<file path="config.mk">
export PLATFORM = sky130hd
export DESIGN_NAME = uart_rx_core
export DESIGN_NICKNAME = d
export VERILOG_FILES = /design/src/rtl/uart_rx_core.sv
export SDC_FILE = /design/constraint.sdc
export NUM_CORES = 1
export LEC_CHECK = 0
export CORE_MARGIN = 5
export CORE_UTILIZATION = 55
export DETAILED_ROUTE_END_ITERATION = 7
export DONT_BUFFER_PORTS = 1
export GPL_TIMING_DRIVEN = 0
export PLACE_DENSITY = 0.73
export SETUP_SLACK_MARGIN = 0.2
export SLEW_MARGIN = 40
export SYNTH_ARGS = -nofsm -noshare
export SYNTH_HDL_FRONTEND = slang
export SYNTH_SLANG_ARGS = --single-unit
</file>
<file path="constraint.sdc">
create_clock -name clk -period 1.5 [get_ports clk]
set_input_delay 0.225 -clock clk [delete_from_list [all_inputs] [get_ports clk]]
set_output_delay 0.225 -clock clk [all_outputs]
set_load 0.05 [all_outputs]
</file>
<file path="src/rtl/uart_rx_core.sv">
// Oversampling UART receiver: start-bit qualification, LSB-first deserialisation,
// optional parity, 1-2 stop bits, valid/ready holding register with overrun flag.
module uart_rx_core #(
    parameter int DATA_W     = 8,
    parameter int OVERSAMPLE = 16,
    parameter int STOP_BITS  = 1
) (
    input  logic              clk,
    input  logic              nrst,
    input  logic              sample_tick,
    input  logic              rx_i,
    input  logic [1:0]        parity_mode_i,
    output logic [DATA_W-1:0] data_o,
    output logic              valid_o,
    input  logic              ready_i,
    output logic              parity_err_o,
    output logic              frame_err_o,
    output logic              overrun_o,
    output logic              busy_o
);

    localparam int CNT_W = $clog2(OVERSAMPLE);
    localparam logic [CNT_W-1:0] HALF_LAST = CNT_W'(OVERSAMPLE / 2 - 1);
    localparam logic [CNT_W-1:0] BIT_LAST  = CNT_W'(OVERSAMPLE - 1);
    localparam logic [3:0]       DATA_LAST = 4'(DATA_W - 1);
    localparam logic [3:0]       STOP_LAST = 4'(STOP_BITS - 1);

    typedef enum logic [2:0] {
        IDLE,
        START,
        DATA,
        PARITY,
        STOP
    } state_t;

    state_t            state;
    logic [CNT_W-1:0]  samp_cnt;
    logic [3:0]        bit_cnt;
    logic [DATA_W-1:0] shreg;
    logic              par_en;
    logic              par_odd;
    logic              par_err;
    logic              frm_err;
    logic              done;
    logic              rx_meta;
    logic              rx_s;
    logic              rx_prev;
    logic              half_point;
    logic              bit_point;
    logic              accept;

    // rx_prev lets IDLE demand a real falling edge, so a held-low break line
    // cannot retrigger a new frame until it has gone high again.
    always_ff @(posedge clk or negedge nrst) begin
        if (!nrst) begin
            rx_meta <= 1'b1;
            rx_s    <= 1'b1;
            rx_prev <= 1'b1;
        end else begin
            rx_meta <= rx_i;
            rx_s    <= rx_meta;
            rx_prev <= rx_s;
        end
    end

    assign half_point = sample_tick && (samp_cnt == HALF_LAST);
    assign bit_point  = sample_tick && (samp_cnt == BIT_LAST);
    assign accept     = valid_o && ready_i;

    always_ff @(posedge clk or negedge nrst) begin
        if (!nrst) begin
            state    <= IDLE;
            samp_cnt <= '0;
            bit_cnt  <= '0;
            shreg    <= '0;
            par_en   <= 1'b0;
            par_odd  <= 1'b0;
            par_err  <= 1'b0;
            frm_err  <= 1'b0;
            done     <= 1'b0;
            busy_o   <= 1'b0;
        end else begin
            done <= 1'b0;
            case (state)
                IDLE: begin
                    samp_cnt <= '0;
                    if (rx_prev && !rx_s) begin
                        state  <= START;
                        busy_o <= 1'b1;
                    end
                end
                START: begin
                    if (half_point) begin
                        samp_cnt <= '0;
                        bit_cnt  <= '0;
                        if (!rx_s) begin
                            state   <= DATA;
                            par_en  <= (parity_mode_i == 2'b01) || (parity_mode_i == 2'b10);
                            par_odd <= (parity_mode_i == 2'b10);
                            par_err <= 1'b0;
                            frm_err <= 1'b0;
                        end else begin
                            state  <= IDLE;
                            busy_o <= 1'b0;
                        end
                    end else if (sample_tick) begin
                        samp_cnt <= samp_cnt + 1'b1;
                    end
                end
                DATA: begin
                    if (bit_point) begin
                        samp_cnt <= '0;
                        shreg    <= {rx_s, shreg[DATA_W-1:1]};
                        if (bit_cnt == DATA_LAST) begin
                            bit_cnt <= '0;
                            state   <= par_en ? PARITY : STOP;
                        end else begin
                            bit_cnt <= bit_cnt + 1'b1;
                        end
                    end else if (sample_tick) begin
                        samp_cnt <= samp_cnt + 1'b1;
                    end
                end
                PARITY: begin
                    if (bit_point) begin
                        samp_cnt <= '0;
                        par_err  <= (^shreg) ^ rx_s ^ par_odd;
                        state    <= STOP;
                    end else if (sample_tick) begin
                        samp_cnt <= samp_cnt + 1'b1;
                    end
                end
                STOP: begin
                    // Leave at mid stop bit so the next start edge is never missed.
                    if (bit_point) begin
                        samp_cnt <= '0;
                        if (!rx_s) begin
                            frm_err <= 1'b1;
                        end
                        if (bit_cnt == STOP_LAST) begin
                            bit_cnt <= '0;
                            state   <= IDLE;
                            busy_o  <= 1'b0;
                            done    <= 1'b1;
                        end else begin
                            bit_cnt <= bit_cnt + 1'b1;
                        end
                    end else if (sample_tick) begin
                        samp_cnt <= samp_cnt + 1'b1;
                    end
                end
                default: begin
                    state  <= IDLE;
                    busy_o <= 1'b0;
                end
            endcase
        end
    end

    // A frame finishing while the held word is still unaccepted is dropped.
    always_ff @(posedge clk or negedge nrst) begin
        if (!nrst) begin
            data_o       <= '0;
            valid_o      <= 1'b0;
            parity_err_o <= 1'b0;
            frame_err_o  <= 1'b0;
            overrun_o    <= 1'b0;
        end else if (done) begin
            if (valid_o && !ready_i) begin
                overrun_o <= 1'b1;
            end else begin
                data_o       <= shreg;
                parity_err_o <= par_err;
                frame_err_o  <= frm_err;
                valid_o      <= 1'b1;
                if (accept) begin
                    overrun_o <= 1'b0;
                end
            end
        end else if (accept) begin
            valid_o   <= 1'b0;
            overrun_o <= 1'b0;
        end
    end

endmodule

</file>
==> summary.md <==
| Metric | Value |
|---|---|
| Status | finished with violations |
| Failing checks | negative setup slack |
| Detailed Routing Iterations Pass 1 | 4 |
| Hpwl dp | 2680 microns |
| Yosys cell types | 46 |
| Number of port buffers | 0 |
| GRT Total Usage | 19.1% |
| First-pass GRT wire length | 7350 microns |
| Post-synthesis sequential area ratio | 50.5% |
| Worst Hold Class | in -> reg |
| DRC viols | 0 |
| Combinational power share | 33.8% |
| Largest net degree at the start of global routing | 41 |
| Post-route clock period utilization | 109% |
| Yosys reg bits | 40 |
| Vias | 1435 |
| Number of max-cap violations | 0 |
| Largest family of logic cells by synthesized area | simple AND/OR/NAND/NOR gates |
| Area of the die | 0.00492 sq mm |
| Cell mode on critical path | and2_4 |
| Ant diodes | 0 |
| R2r worst-path depth | 7 |
| FP Rows | 21 |
| DR iter-0 viols | 64 |
| Gr ovfl total | 0 |
| Simple-gate share of the synthesized area | 13.8% |
| Int Power | 2.00 mW |
| Multiplexer share of the synthesized area | 10.7% |
| Max Clock Skew | 17.8 ps |
| Area Overhead vs Synth | 27.2% |
| Htree depth | 2 |
| F_max | 0.611 GHz |
| VDD IR max | 1.12 mV |
| Post-synthesis compound-gate area fraction | 13.8% |
| Wire length per cell | 17.5 microns |
| Hold depth | 2 |
| Setup violators final | 19 |
| Clk sinks | 40 |
| Slew Limit Fails | 0 |
| Num ports | 20 |
| CP startpoint kind | flop |
| Most frequent cells in the layout | dfrtp_1, mux2_4, buf_4 |
| EDFF count, synth | 0 |
| Min-Delay Startpoint | sample_tick |
| CTS tree | yes |
| Clk_lat worst skew | 360 ps |
| Worst-path clk slew | 140 ps |
| Worst Hold End | samp_cnt[1]$_DFFE_PN0P_ |
| Worst Max-Slew Pin Slew | 494 ps |
| Syn Nets | 186 |
| Sequential power share | 42.8% |
| ANT nets after route | 0 |
| Synth Instances | 175 |
| Psw | 1.17 mW |
| RSZ-0062 raised after global routing | true |
| Vias per cell | 5.81 |
| Final Util | 74.1% |
| Cts bufs inserted | 5 |
| CP Capture Type | flop |
| Chip Height | 70.2 microns |
| WP data arrival | 1900 ps |
| Sw Ratio | 37.0% |
| Placer Congestion | 0.881 |
| Vias in the first global route | 1476 |
| R2R Setup Slk | -140 ps |
| Clk Tree Root Cell | clkbuf_4 |
| Post-synthesis xor/xnor area fraction | 5.28% |
| Final Hold Viols | 0 |
| Initial antenna violation count | 0 |
| Minimum clock period | 1640 ps |
| Placeable Area | 0.00342 sq mm |
| Post-Synth Adder-Cell Area | 2.51% |
| Max-slew headroom | 67.0% |
| Pwr per Cell Area | 1250 mW/mm^2 |
| Final std cells w/o fill | 247 |
| Dpl cells | 221 |
| Async S/R FF share, synth | 100% |
| Primary FF master, synth | dfrtp_1 |
| Final worst slack | -136 ps |
| CP max FO | 3 |
| R2R Path Start | samp_cnt[0]$_DFFE_PN0P_ |
| Slowest cell on crit path | dfrtp_1 |
| CTS max path bufs | 2 |
| RR Endpoint | state[0]$_DFFE_PN0P_ |
| Initial Util | 58.3% |
| Setup Crit Path Kind | reg -> reg |
| Final WL | 4320 microns |
| YS warnings | 0 |
| Die width | 70.2 microns |
| Clock power frac | 23.4% |
| Mapped cell area | 0.00199 sq mm |
| Max incr delay on CP | 430 ps |
| Share of cells above drive strength 1 | 43.3% |
| NumNets Final | 211 |
| Post-Syn Area per Cell | 11.4 sq um |
| Req. time, crit path | 1760 ps |
| Top Family by Delay on Critical Path | simple AND/OR/NAND/NOR gates |
| Lkg Pwr | 1.13 nW |
| CP bufs+invs | 1 |
| Commonest non-fill, non-tap cell in the layout | dfrtp_1 |
| Cell Chain, Critical Path | ha_4, and3_4, buf_6, and2_4, a221oi_2, and2_4, o31ai_2 |
## power groups by stage
stage	combinational, mW	clock, mW	sequential, mW
6_report	1.07	0.743	1.36
3_3_place_gp	0.881	0	1.35
5_1_grt	1.19	0.815	1.37
2_1_floorplan	0.746	0	1.33
3_5_place_dp	0.889	0	1.35
4_1_cts	1.01	0.763	1.34
## Yosys cell counts (all sizes together) (2+ instances only)
library cell / n / area share (%)
nand3: 10 / 3.1
mux2: 19 / 11
nor4b: 2 / 1.2
dfrtp: 37 / 47
xnor2: 10 / 4.4
and2: 2 / 0.88
nor2: 9 / 1.8
ha: 4 / 2.5
o211ai: 2 / 1.0
inv: 5 / 0.94
nand2: 11 / 2.1
o31ai: 2 / 1.3
and3: 2 / 0.63
dfstp: 3 / 4.0
nand4: 2 / 0.63
a21oi: 10 / 2.5
o21ai: 12 / 3.0
xor2: 2 / 0.88
a21o: 2 / 0.75
nand2b: 5 / 1.6
buf: 6 / 2.3
## cell families after synthesis
| family | after synthesis |
|---|---|
| and+or+nand+nor | 48 |
| AOI/OAI and AO/OA | 40 |
| DFF | 40 |
| muxes | 19 |
| xor gates and xnor gates | 12 |
| buffers and inverters | 12 |
| adders and majority gates | 4 |
## layout make-up
cell class,count,area (sq um)
plain buffers,7,55.1
clock buffers,5,37.5
multi-input cells,124,1150
well taps,46,57.6
clock inverters,3,46.3
flip-flops and latches,40,1010
inverters,5,18.8
repair buffers,17,155
fillers,246,885
## through the flow
| stage | TNS, ps | setup slack [ps] | power [mW] | area [sq um] | hold WS, ps |
|---|---|---|---|---|---|
| floorplan | -825 | -110 | 2.07 | 2070 | -70.6 |
| CTS | -1580 | -134 | 3.11 | 2390 | 5.53 |
| global route | -3020 | -195 | 3.38 | 2530 | 22.4 |
| detailed placement | -2660 | -213 | 2.24 | 2130 | -69.6 |
| global placement | -1940 | -170 | 2.23 | 2130 | -69.6 |
| finish | -1590 | -136 | 3.17 | 2530 | 22.2 |
## metal layers
metal / up-vias / track usage, % / wire (microns)
met5: - / 0 / 0
met4: 0 / 5.11 / 48
met1: 714 / 26.0 / 1980
met2: 32 / 29.5 / 2080
li1: 683 / - / -
met3: 6 / 6.17 / 206
## worst max-delay path by stage
stage	to	cells past startpoint	from
detailed placement	shreg[3]$_DFFE_PN0P_	6	samp_cnt[0]$_DFFE_PN0P_
CTS	shreg[3]$_DFFE_PN0P_	6	samp_cnt[0]$_DFFE_PN0P_
floorplan	state[0]$_DFFE_PN0P_	7	samp_cnt[0]$_DFFE_PN0P_
global placement	state[0]$_DFFE_PN0P_	7	samp_cnt[0]$_DFFE_PN0P_
global route	state[0]$_DFFE_PN0P_	7	samp_cnt[0]$_DFFE_PN0P_
finish	state[0]$_DFFE_PN0P_	7	samp_cnt[0]$_DFFE_PN0P_
## state kept, by name, indices dropped and copies added, names as in the netlist
signal	cells
busy_o	1
parity_err_o	1
rx_s	1
rx_prev	1
shreg	8
rx_meta	1
valid_o	1
par_odd	1
data_o	8
bit_cnt	4
frm_err	1
par_err	1
state	3
par_en	1
frame_err_o	1
samp_cnt	4
done	1
overrun_o	1
## what timing repair did
action	4_1_cts	5_1_grt
buffers inserted	9	4
endpoints found under the setup margin	35	40
hold buffers	4	0
pin swaps	8	9
cloned	1	0
resized for setup	12	29
endpoints found under the hold margin	42	0
Power figures use the tool's default switching activity.
